`src/rtl/uart_pkg.sv`:
```
// Shared types and constants for the UART transmit arbiter and its tag framing.
// Tag framing is compiled in only with UART_TX_ARB_TAG_EN.
package uart_pkg;

    localparam int        UART_DW  = 8;
    localparam logic [7:0] TAG_BASE = 8'hF0;

    typedef enum logic [2:0] {
        IDLE,
        LOAD,
        RUN
`ifdef UART_TX_ARB_TAG_EN
        ,
        TAG_LOAD,
        TAG_RUN
`endif
    } arb_state_t;

    function automatic logic [UART_DW-1:0] tag_byte(input logic [UART_DW-1:0] id);
        return TAG_BASE | id;
    endfunction

endpackage

```
`src/rtl/uart_tx_arbiter_if.sv`:
```
// Producer-side request bus and send-side handshake of the UART transmit arbiter.
interface uart_tx_arbiter_if #(parameter int NREQ = 4);
    import uart_pkg::*;

    localparam int IDW = $clog2(NREQ);

    logic [NREQ-1:0]         req;
    logic [NREQ*UART_DW-1:0] req_data;
    logic [NREQ-1:0]         ack;
    logic [IDW-1:0]          grant_id;
    logic [UART_DW-1:0]      tx_data;
    logic                    tx_flag;
    logic                    tx_busy;
    logic                    idle;

    modport master (output req, req_data, tx_busy,
                    input  ack, grant_id, tx_data, tx_flag, idle);

    modport slave  (input  req, req_data, tx_busy,
                    output ack, grant_id, tx_data, tx_flag, idle);

endinterface

```
`src/rtl/uart_tx_arbiter_rr_pick.sv`:
```
// Combinational round-robin selector: first set req bit above last, wrapping.
module rr_pick #(
    parameter  int NREQ = 4,
    localparam int IDW  = $clog2(NREQ)
) (
    input  logic [NREQ-1:0] req,
    input  logic [IDW-1:0]  last,
    output logic [IDW-1:0]  winner,
    output logic            found
);

    int idx;

    always_comb begin
        // NOTE: every output gets a default before the search so no latch is inferred.
        winner = last;
        found  = 1'b0;
        idx    = 0;
        for (int off = 1; off <= NREQ; off++) begin
            idx = int'(last) + off;
            if (idx >= NREQ) idx = idx - NREQ;
            if (!found && req[IDW'(idx)]) begin
                found  = 1'b1;
                winner = IDW'(idx);
            end
        end
    end

endmodule

```
`src/rtl/uart_tx_arbiter.sv`:
```
// Round-robin arbiter sharing one send transmitter among NREQ byte producers.
// Define UART_TX_ARB_TAG_EN to prefix every byte with a TAG_BASE|grant_id frame.
module uart_tx_arbiter
    import uart_pkg::*;
#(
    parameter int NREQ = 4
) (
    input logic               CLK,
    input logic               RESET_N,
    uart_tx_arbiter_if.slave  bus
);

    localparam int IDW = $clog2(NREQ);

    arb_state_t     state;
    logic [IDW-1:0] last;
    logic [IDW-1:0] pick_id;
    logic [IDW-1:0] winner;
    logic           pick_valid;
    logic           found;
`ifdef UART_TX_ARB_TAG_EN
    logic [UART_DW-1:0] hold;
`endif

    rr_pick #(.NREQ(NREQ)) u_pick (
        .req    (bus.req),
        .last   (last),
        .winner (winner),
        .found  (found)
    );

    always_ff @(posedge CLK or negedge RESET_N) begin
        if (!RESET_N) begin
            state        <= IDLE;
            last         <= IDW'(NREQ - 1);
            pick_id      <= '0;
            pick_valid   <= 1'b0;
            bus.ack      <= '0;
            bus.grant_id <= '0;
            bus.tx_data  <= '0;
            bus.tx_flag  <= 1'b1;
            bus.idle     <= 1'b1;
`ifdef UART_TX_ARB_TAG_EN
            hold         <= '0;
`endif
        end else begin
            bus.ack <= '0;
            case (state)
                IDLE: begin
                    // The pick is registered one cycle, then confirmed against the live req.
                    if (pick_valid && bus.req[pick_id] && !bus.tx_busy) begin
                        last         <= pick_id;
                        bus.grant_id <= pick_id;
                        bus.ack      <= NREQ'(1) << pick_id;
                        bus.tx_flag  <= 1'b0;
                        bus.idle     <= 1'b0;
                        pick_valid   <= 1'b0;
`ifdef UART_TX_ARB_TAG_EN
                        hold         <= bus.req_data[int'(pick_id)*UART_DW +: UART_DW];
                        bus.tx_data  <= tag_byte(UART_DW'(pick_id));
                        state        <= TAG_LOAD;
`else
                        bus.tx_data  <= bus.req_data[int'(pick_id)*UART_DW +: UART_DW];
                        state        <= LOAD;
`endif
                    end else begin
                        pick_valid <= found && !bus.tx_busy;
                        pick_id    <= winner;
                        bus.idle   <= !(found && !bus.tx_busy);
                    end
                end
                LOAD: begin
                    if (bus.tx_busy) begin
                        bus.tx_flag <= 1'b1;
                        state       <= RUN;
                    end
                end
                RUN: begin
                    if (!bus.tx_busy) begin
                        bus.idle <= 1'b1;
                        state    <= IDLE;
                    end
                end
`ifdef UART_TX_ARB_TAG_EN
                TAG_LOAD: begin
                    if (bus.tx_busy) begin
                        bus.tx_flag <= 1'b1;
                        state       <= TAG_RUN;
                    end
                end
                TAG_RUN: begin
                    if (!bus.tx_busy) begin
                        bus.tx_data <= hold;
                        bus.tx_flag <= 1'b0;
                        state       <= LOAD;
                    end
                end
`endif
                default: state <= IDLE;
            endcase
        end
    end

endmodule

```
`src/flat_wrapper.sv`:
```
// flat-port wrapper written by rule: the top's interface ports become plain ports
module uart_tx_arbiter_flat import uart_pkg::*;
#(
    parameter int NREQ = 4
)
  (CLK, RESET_N, bus_req, bus_req_data, bus_tx_busy, bus_ack, bus_grant_id, bus_tx_data, bus_tx_flag, bus_idle);
  uart_tx_arbiter_if #(.NREQ(NREQ)) bus_i ();
  input logic CLK;
  input logic RESET_N;
  input wire logic [$bits(bus_i.req)-1:0] bus_req;
  input wire logic [$bits(bus_i.req_data)-1:0] bus_req_data;
  input wire logic [$bits(bus_i.tx_busy)-1:0] bus_tx_busy;
  output wire logic [$bits(bus_i.ack)-1:0] bus_ack;
  output wire logic [$bits(bus_i.grant_id)-1:0] bus_grant_id;
  output wire logic [$bits(bus_i.tx_data)-1:0] bus_tx_data;
  output wire logic [$bits(bus_i.tx_flag)-1:0] bus_tx_flag;
  output wire logic [$bits(bus_i.idle)-1:0] bus_idle;
  assign bus_i.req = bus_req;
  assign bus_i.req_data = bus_req_data;
  assign bus_i.tx_busy = bus_tx_busy;
  assign bus_ack = bus_i.ack;
  assign bus_grant_id = bus_i.grant_id;
  assign bus_tx_data = bus_i.tx_data;
  assign bus_tx_flag = bus_i.tx_flag;
  assign bus_idle = bus_i.idle;
  uart_tx_arbiter #(.NREQ(NREQ)) u_core (.CLK(CLK), .RESET_N(RESET_N), .bus(bus_i));
endmodule
```
`config.mk`:
```
export PLATFORM = sky130hd
export DESIGN_NAME = uart_tx_arbiter_flat
export DESIGN_NICKNAME = d
export VERILOG_FILES = /design/src/rtl/uart_pkg.sv /design/src/rtl/uart_tx_arbiter_if.sv /design/src/rtl/uart_tx_arbiter_rr_pick.sv /design/src/rtl/uart_tx_arbiter.sv /design/src/flat_wrapper.sv
export SDC_FILE = /design/constraint.sdc
export NUM_CORES = 1
export LEC_CHECK = 0
export ABC_AREA = 1
export CORE_MARGIN = 1
export CORE_UTILIZATION = 46
export DETAILED_ROUTE_END_ITERATION = 10
export PLACE_DENSITY_LB_ADDON = 0.1
export SLEW_MARGIN = 25
export SYNTH_ARGS = -nofsm -noshare
export SYNTH_HDL_FRONTEND = slang
export SYNTH_SLANG_ARGS = --single-unit
```
`constraint.sdc`:
```
create_clock -name CLK -period 3.6 [get_ports CLK]
set_input_delay 0.36 -clock CLK [delete_from_list [all_inputs] [get_ports CLK]]
set_output_delay 0.36 -clock CLK [all_outputs]
set_load 0.05 [all_outputs]
```
Word level (Yosys, flattened, before mapping). Cells that the tools add are included.

Output and inout bits: 16. Input bits: 39. Register bits: 24.

$add $sub $neg: 8. Equality and inequality tests: 5. $lt $le $gt $ge: 9. Bitwise operators: 1. Reductions and logical operators: 19. Shift-type cells: 2. Muxes and demuxes: 39.

Operator list (count): 32-bit by 6-bit indexed part select with 8-bit output (1); 1-bit 2-to-1 mux (18); 2-bit by 4-bit less-than comparator with 1-bit output (second input constant) (4); 2-bit 2-to-1 mux (8); 1-bit binary-select mux with 2-bit select (5); 3-bit >= comparator (second input constant) (3); 3-bit 2-to-1 mux (3); 3-bit case mux with 3 select lines (1); 4-bit 2-to-1 mux (2); 2-bit by 1-bit subtractor with 2-bit output (second input constant) (4); 2-bit by 2-bit adder with 3-bit output (second input constant) (2); 1-bit logical AND (6); 2-bit AND reduction (3); 3-bit AND reduction (2); 1-bit logical NOT (5); 2-bit by 3-bit adder with 4-bit output (second input constant) (1); 4-bit by 3-bit >= comparator with 1-bit output (second input constant) (1); 2-bit != test (second input constant) (2); 1-bit case mux with 2 select lines (2); 2-bit nonzero test (2); 1-bit by 2-bit << shifter with 4-bit output (first input constant) (1); 2-bit by 1-bit adder with 3-bit output (second input constant) (1); 3-bit by 1-bit equality test with 1-bit output (second input constant) (1); 3-bit by 2-bit equality test with 1-bit output (second input constant) (1); 4 further kinds (4).

Logic depth before layout (Yosys ltp).
Depth in word-level cells: 20. Mapped depth: 12.

Hierarchy. Synthesis repeated with hierarchy kept, for this count alone.

Cell total of the unflattened synthesis: 230. Area total of the unflattened synthesis: 1532.7 um^2.

Modules (own cells, without submodules): uart_tx_arbiter (area each 1301.2 um^2, instances 1, cells each 184); rr_pick (area each 231.5 um^2, instances 1, cells each 46).

Least setup slack after synthesis. Ideal clock, no wire load.

Path kind: flip-flop to flip-flop. From: reg u_core.last[0]. To: reg u_core.pick_valid. Slack: 2109 ps. Library setup time: 117 ps. Period minus slack after synthesis: 1491 ps. Cell stages (with the launch flop): 11. Arrival time: 1374 ps. Cell sequence: dfstp_2 > buf_4 > inv_2 > nand2_1 > nand2_1 > nand2_1 > nand2_1 > nor2_1 > nand3b_1 > nand3_1 > nand2_1.

Word-level cells in the longest chain between the ends: 18. Elaborated cells between the ends (all ways): 40. Those cells by class: add/sub: 8; order compare: 4; mux: 21; reduce/logical: 7.

RTL lines: start, declared (RTL line uart_tx_arbiter.sv:16) `logic [IDW-1:0] last;`; start signal, assigned (RTL line uart_tx_arbiter.sv:35) `last <= IDW'(NREQ - 1);`; start signal, assigned (RTL line uart_tx_arbiter.sv:52) `last <= pick_id;`; 2-bit by 1-bit adder with 3-bit output (RTL line uart_tx_arbiter_rr_pick.sv:20) `idx = int'(last) + off;`; 3-bit >= comparator or 2-bit by 1-bit subtractor with 2-bit output (tied branches) (RTL line uart_tx_arbiter_rr_pick.sv:21) `if (idx >= NREQ) idx = idx - NREQ;`; 2-bit 2-to-1 mux (RTL line uart_tx_arbiter_rr_pick.sv:21); 1-bit binary-select mux with 2-bit select (RTL line uart_tx_arbiter_rr_pick.sv:22) `if (!found && req[IDW'(idx)]) begin`; 1-bit 2-to-1 mux (not written as such) (2 in a row) (RTL line uart_tx_arbiter_rr_pick.sv:22); 1-bit 2-to-1 mux (RTL line uart_tx_arbiter_rr_pick.sv:22); 1-bit logical NOT (RTL line uart_tx_arbiter_rr_pick.sv:22); 1-bit logical AND (RTL line uart_tx_arbiter_rr_pick.sv:22); 1-bit 2-to-1 mux (RTL line uart_tx_arbiter_rr_pick.sv:22); 1-bit logical NOT (RTL line uart_tx_arbiter_rr_pick.sv:22); 1-bit logical AND (RTL line uart_tx_arbiter_rr_pick.sv:22); 1-bit 2-to-1 mux (RTL line uart_tx_arbiter_rr_pick.sv:22); 1-bit logical NOT (RTL line uart_tx_arbiter_rr_pick.sv:22); 1-bit logical AND (RTL line uart_tx_arbiter_rr_pick.sv:22); 1-bit 2-to-1 mux * (RTL line uart_tx_arbiter_rr_pick.sv:22); 1-bit logical AND * (RTL line uart_tx_arbiter.sv:67) `pick_valid <= found && !bus.tx_busy;`; 1-bit 2-to-1 mux * (RTL line uart_tx_arbiter.sv:51) `if (pick_valid && bus.req[pick_id] && !bus.tx_busy) begin`; end signal, assigned (RTL line uart_tx_arbiter.sv:67); end, declared (RTL line uart_tx_arbiter.sv:19) `logic pick_valid;`.

Every way passes the cells marked *; elsewhere a longest branch is shown, timed or not. The select of a mux whose other input is x is not followed. A chain may end at the register's enable or synchronous reset.

Worst setup path after layout.
From: reg u_core.pick_id[0]. To: reg u_core.bus.ack[1].

Word-level cells in the longest chain between the ends: 6. Elaborated cells between the ends (all ways): 7. Those cells by class: shift: 1; mux: 4; reduce/logical: 2.

RTL lines: start, declared (RTL line uart_tx_arbiter.sv:17) `logic [IDW-1:0] pick_id;`; start signal, assigned (RTL line uart_tx_arbiter.sv:68) `pick_id <= winner;`; 1-bit binary-select mux with 2-bit select (RTL line uart_tx_arbiter.sv:51); 1-bit 2-to-1 mux (not written as such) (RTL line uart_tx_arbiter.sv:51); 1-bit logical AND (2 in a row) (RTL line uart_tx_arbiter.sv:51); 4-bit 2-to-1 mux * (RTL line uart_tx_arbiter.sv:51); 4-bit 2-to-1 mux * (RTL line uart_tx_arbiter.sv:48) `case (state)`; end signal, assigned (RTL line uart_tx_arbiter.sv:54) `bus.ack <= NREQ'(1) << pick_id;`; end, declared (RTL line uart_tx_arbiter_if.sv:20) `output ack, grant_id, tx_data, tx_flag, idle);`.

Marks and branches as above.

==> results.yml <==
outcome:
  status: "finished with violations"
  violations: "DRC, hold timing"
floorplan:
  rows: 19
  dieArea_um2: 3230
  coreArea_um2: 2810
  io_pins: 55
  die_w_um: 56.8
  start_util_pct: 49.2
  die_h_um: 56.8
drt:
  drc: 10
  dr.max_layer_used: "met4"
  wl_met1_um: 1500
  vias_per_cell: 5.18
  wl_met2_um: 1590
  num_vias: 1435
  routed_wl_um: 3280
  wl_met3_um: 147
  ant_nets: 0
  drt_first_pass_iters: 7
  wl_per_cell_um: 11.8
  drtIter0Drc: 50
cells_and_area:
  areaGrowthSynthToFinish_pct: 39.8
  fin_nets: 286
  num_antenna_cells: 0
  layout_commonest_cell: "nand2_1"
  layout_common_cells: "82 x nand2_1, 53 x clkdlybuf4s50_1, 27 x nand3_1"
  layout-drive-gt1-share_pct: 6.50
synthesis:
  synth.avg_cell_area_um2: 7.01
  synth_edf_count: 0
  synth.distinct_cells: 25
  synth-seq-area-share_pct: 42.0
  async_reset_ff_share_pct: 100
  synthesis.instances: 197
  ys.flop_type: "dfrtp_1"
  syn_nets: 236
  ys.warnings.count: 0
  netlist_area_um2: 1380
  synth-seq-cells: 23
power:
  net-switching-power_mw: 0.857
  power_frac_comb_pct: 60.8
  power_frac_clock_pct: 7.3
  powerDensity_nw_per_um2: 844
  leakage_nw: 0.960
  swShare_pct: 52.6
  vdd_drop_max_mv: 0.415
  seqPwrFrac_pct: 31.8
  p_int_mw: 0.772
cts:
  cts_tree: "yes"
  path_clk_slew_ns: 0.12
  cts_root_buf: "clkbuf_4"
  clk_latency_ns: 0.31
  clockBufferDepth: 2
  numClockSinks: 23
  cts_setup_buffers: 0
  cts_hold_buf: 0
  cts-buffers-inserted: 3
  h-tree-depth: 1
  cts.repair.resized: 0
sta:
  worstMarginPinSlew_ns: 0.802
  fin_ws_ns: 1.44
  rsz0062_at_grt: "no"
  worst_clock_skew_ns: 0.00707
  tns_ns: 0
  report.final.slew_viol_count: 0
  period_minus_slack_ns: 2.16
  fin_crit_sh_pct: 60.1
  hold_viol: 19
  fmax_mhz: 462
  setup_violations: 0
  max_slew_margin_pct: 46.5
  timing.hold.ws_ns: -0.0175
grt:
  gr-total-overflow: 0
  grt_pass1_vias: 1313
  grt_pass1_wl_um: 5510
  antenna_found_initial: 0
  grt_max_degree: 26
  grtUsageTotal_pct: 22.0
critical_path:
  crit_required_ns: 3.84
  criticalPathCategory: "register to register"
  cp.buffers_inverters: 1
  path_max_fanout: 25
  crit_chain: "nand3_1, a21boi_2, o21ai_2, nand3_2, inv_2, nand2_1, nor2_1"
  arrival_ns: 2.41
  ff2ff_path_depth: 7
  end_kind: "register"
  crit_path_max_incr_delay_ns: 0.88
  rrSetupSlack_ns: 1.44
  r2r_end: "u_core.bus.ack[1]$_DFF_PN0_"
  cp_top_family: "flip-flops"
  cp_slowest_cell: "dfrtp_1"
  setup.worst_path.start_class: "register"
  r2r-start: "u_core.pick_id[0]$_DFFE_PN0P_"
  cp-startpoint: "u_core.pick_id[0]$_DFFE_PN0P_"
place:
  port_buffers: 54
  place_congestion: 0.789
  post-dp-hpwl_um: 2530
  pre_cts_ws_ns: 1.48
job:
  maxCapViolations: 0
worst_hold_path:
  min_path_type: "input pin to async pin"
[power groups by stage]
stage	registers (mW)	clock network (mW)	logic, mW
floorplan	0.653	0	0.590
global placement	0.520	0	0.984
detailed placement	0.521	0	0.995
CTS	0.517	0.121	0.997
global route	0.535	0.133	1.10
finish	0.518	0.120	0.991
[worst max-delay path by stage]
stage,to,slack [ns],cells after the start
6_report,u_core.bus.ack[1]$_DFF_PN0_,1.44,7
5_1_grt,u_core.bus.ack[1]$_DFF_PN0_,1.19,7
4_1_cts,u_core.bus.ack[1]$_DFF_PN0_,1.46,7
3_5_place_dp,u_core.last[0]$_DFFE_PN1P_,1.48,9
3_3_place_gp,u_core.bus.ack[3]$_DFF_PN0_,1.52,9
2_1_floorplan,u_core.pick_valid$_DFFE_PN0P_,2.11,10
[area by class of cell]
class,count,area [um^2]
multi-input combinational,144,671
clock buffer,4,26.3
timing repair buffer,54,536
sequential,23,581
fill,241,875
inverter,21,78.8
tap,31,38.8
[sequential cells by signal, indices dropped and copies added, names as in the netlist]
| signal | flops |
|---|---|
| u_core.state | 2 |
| u_core.bus.tx_data | 8 |
| u_core.bus.grant_id | 2 |
| u_core.bus.tx_flag | 1 |
| u_core.last | 2 |
| u_core.bus.ack | 4 |
| u_core.pick_id | 2 |
| u_core.pick_valid | 1 |
| u_core.bus.idle | 1 |
[per-layer routing]
layer  track usage [%]  vias to the layer above
met2              37.1                       50
met1              28.7                      654
met5                 0                        -
li1                  -                      727
met4              9.41                        0
met3              2.30                        4
[logic make-up (layout without fill, tap and decap cells)]
| group | after synthesis | count (layout) | synth area share, % |
|---|---|---|---|
| AO/OA/AOI/OAI | 18 | 18 | 9.42 |
| XOR/XNOR | 1 | 1 | 0.634 |
| buffers and inverters | 30 | 79 | 9.42 |
| flip-flops | 23 | 23 | 42.0 |
| AND/OR/NAND/NOR | 125 | 125 | 38.5 |
[synthesized netlist by cell type, types with 3 or more instances]
cell type  instances  area share, %
a21oi_1            4            1.4
nand2_1           82             22
o2111ai_1          8            5.1
nand3_1           27            9.8
inv_1             18            4.9
nor2_1            10            2.7
dfrtp_1           19             34
inv_2              3           0.82
dfstp_2            4            7.6
[metrics by stage]
| stage | cells | instance area [um^2] | total power [mW] | util [%] | hold slack (ns) |
|---|---|---|---|---|---|
| finish | 277 | 1930 | 1.63 | 68.8 | -0.0175 |
| detailed placement | 273 | 1910 | 1.52 | 68.1 | 0.462 |
| floorplan | 197 | 1380 | 1.24 | - | 0.0644 |
| global placement | 273 | 1910 | 1.50 | 68.1 | 0.459 |
| CTS | 277 | 1940 | 1.64 | 69.0 | 0.479 |
| global route | 277 | 1930 | 1.77 | 68.8 | 0.0135 |
(Power assumes the default switching activity.)
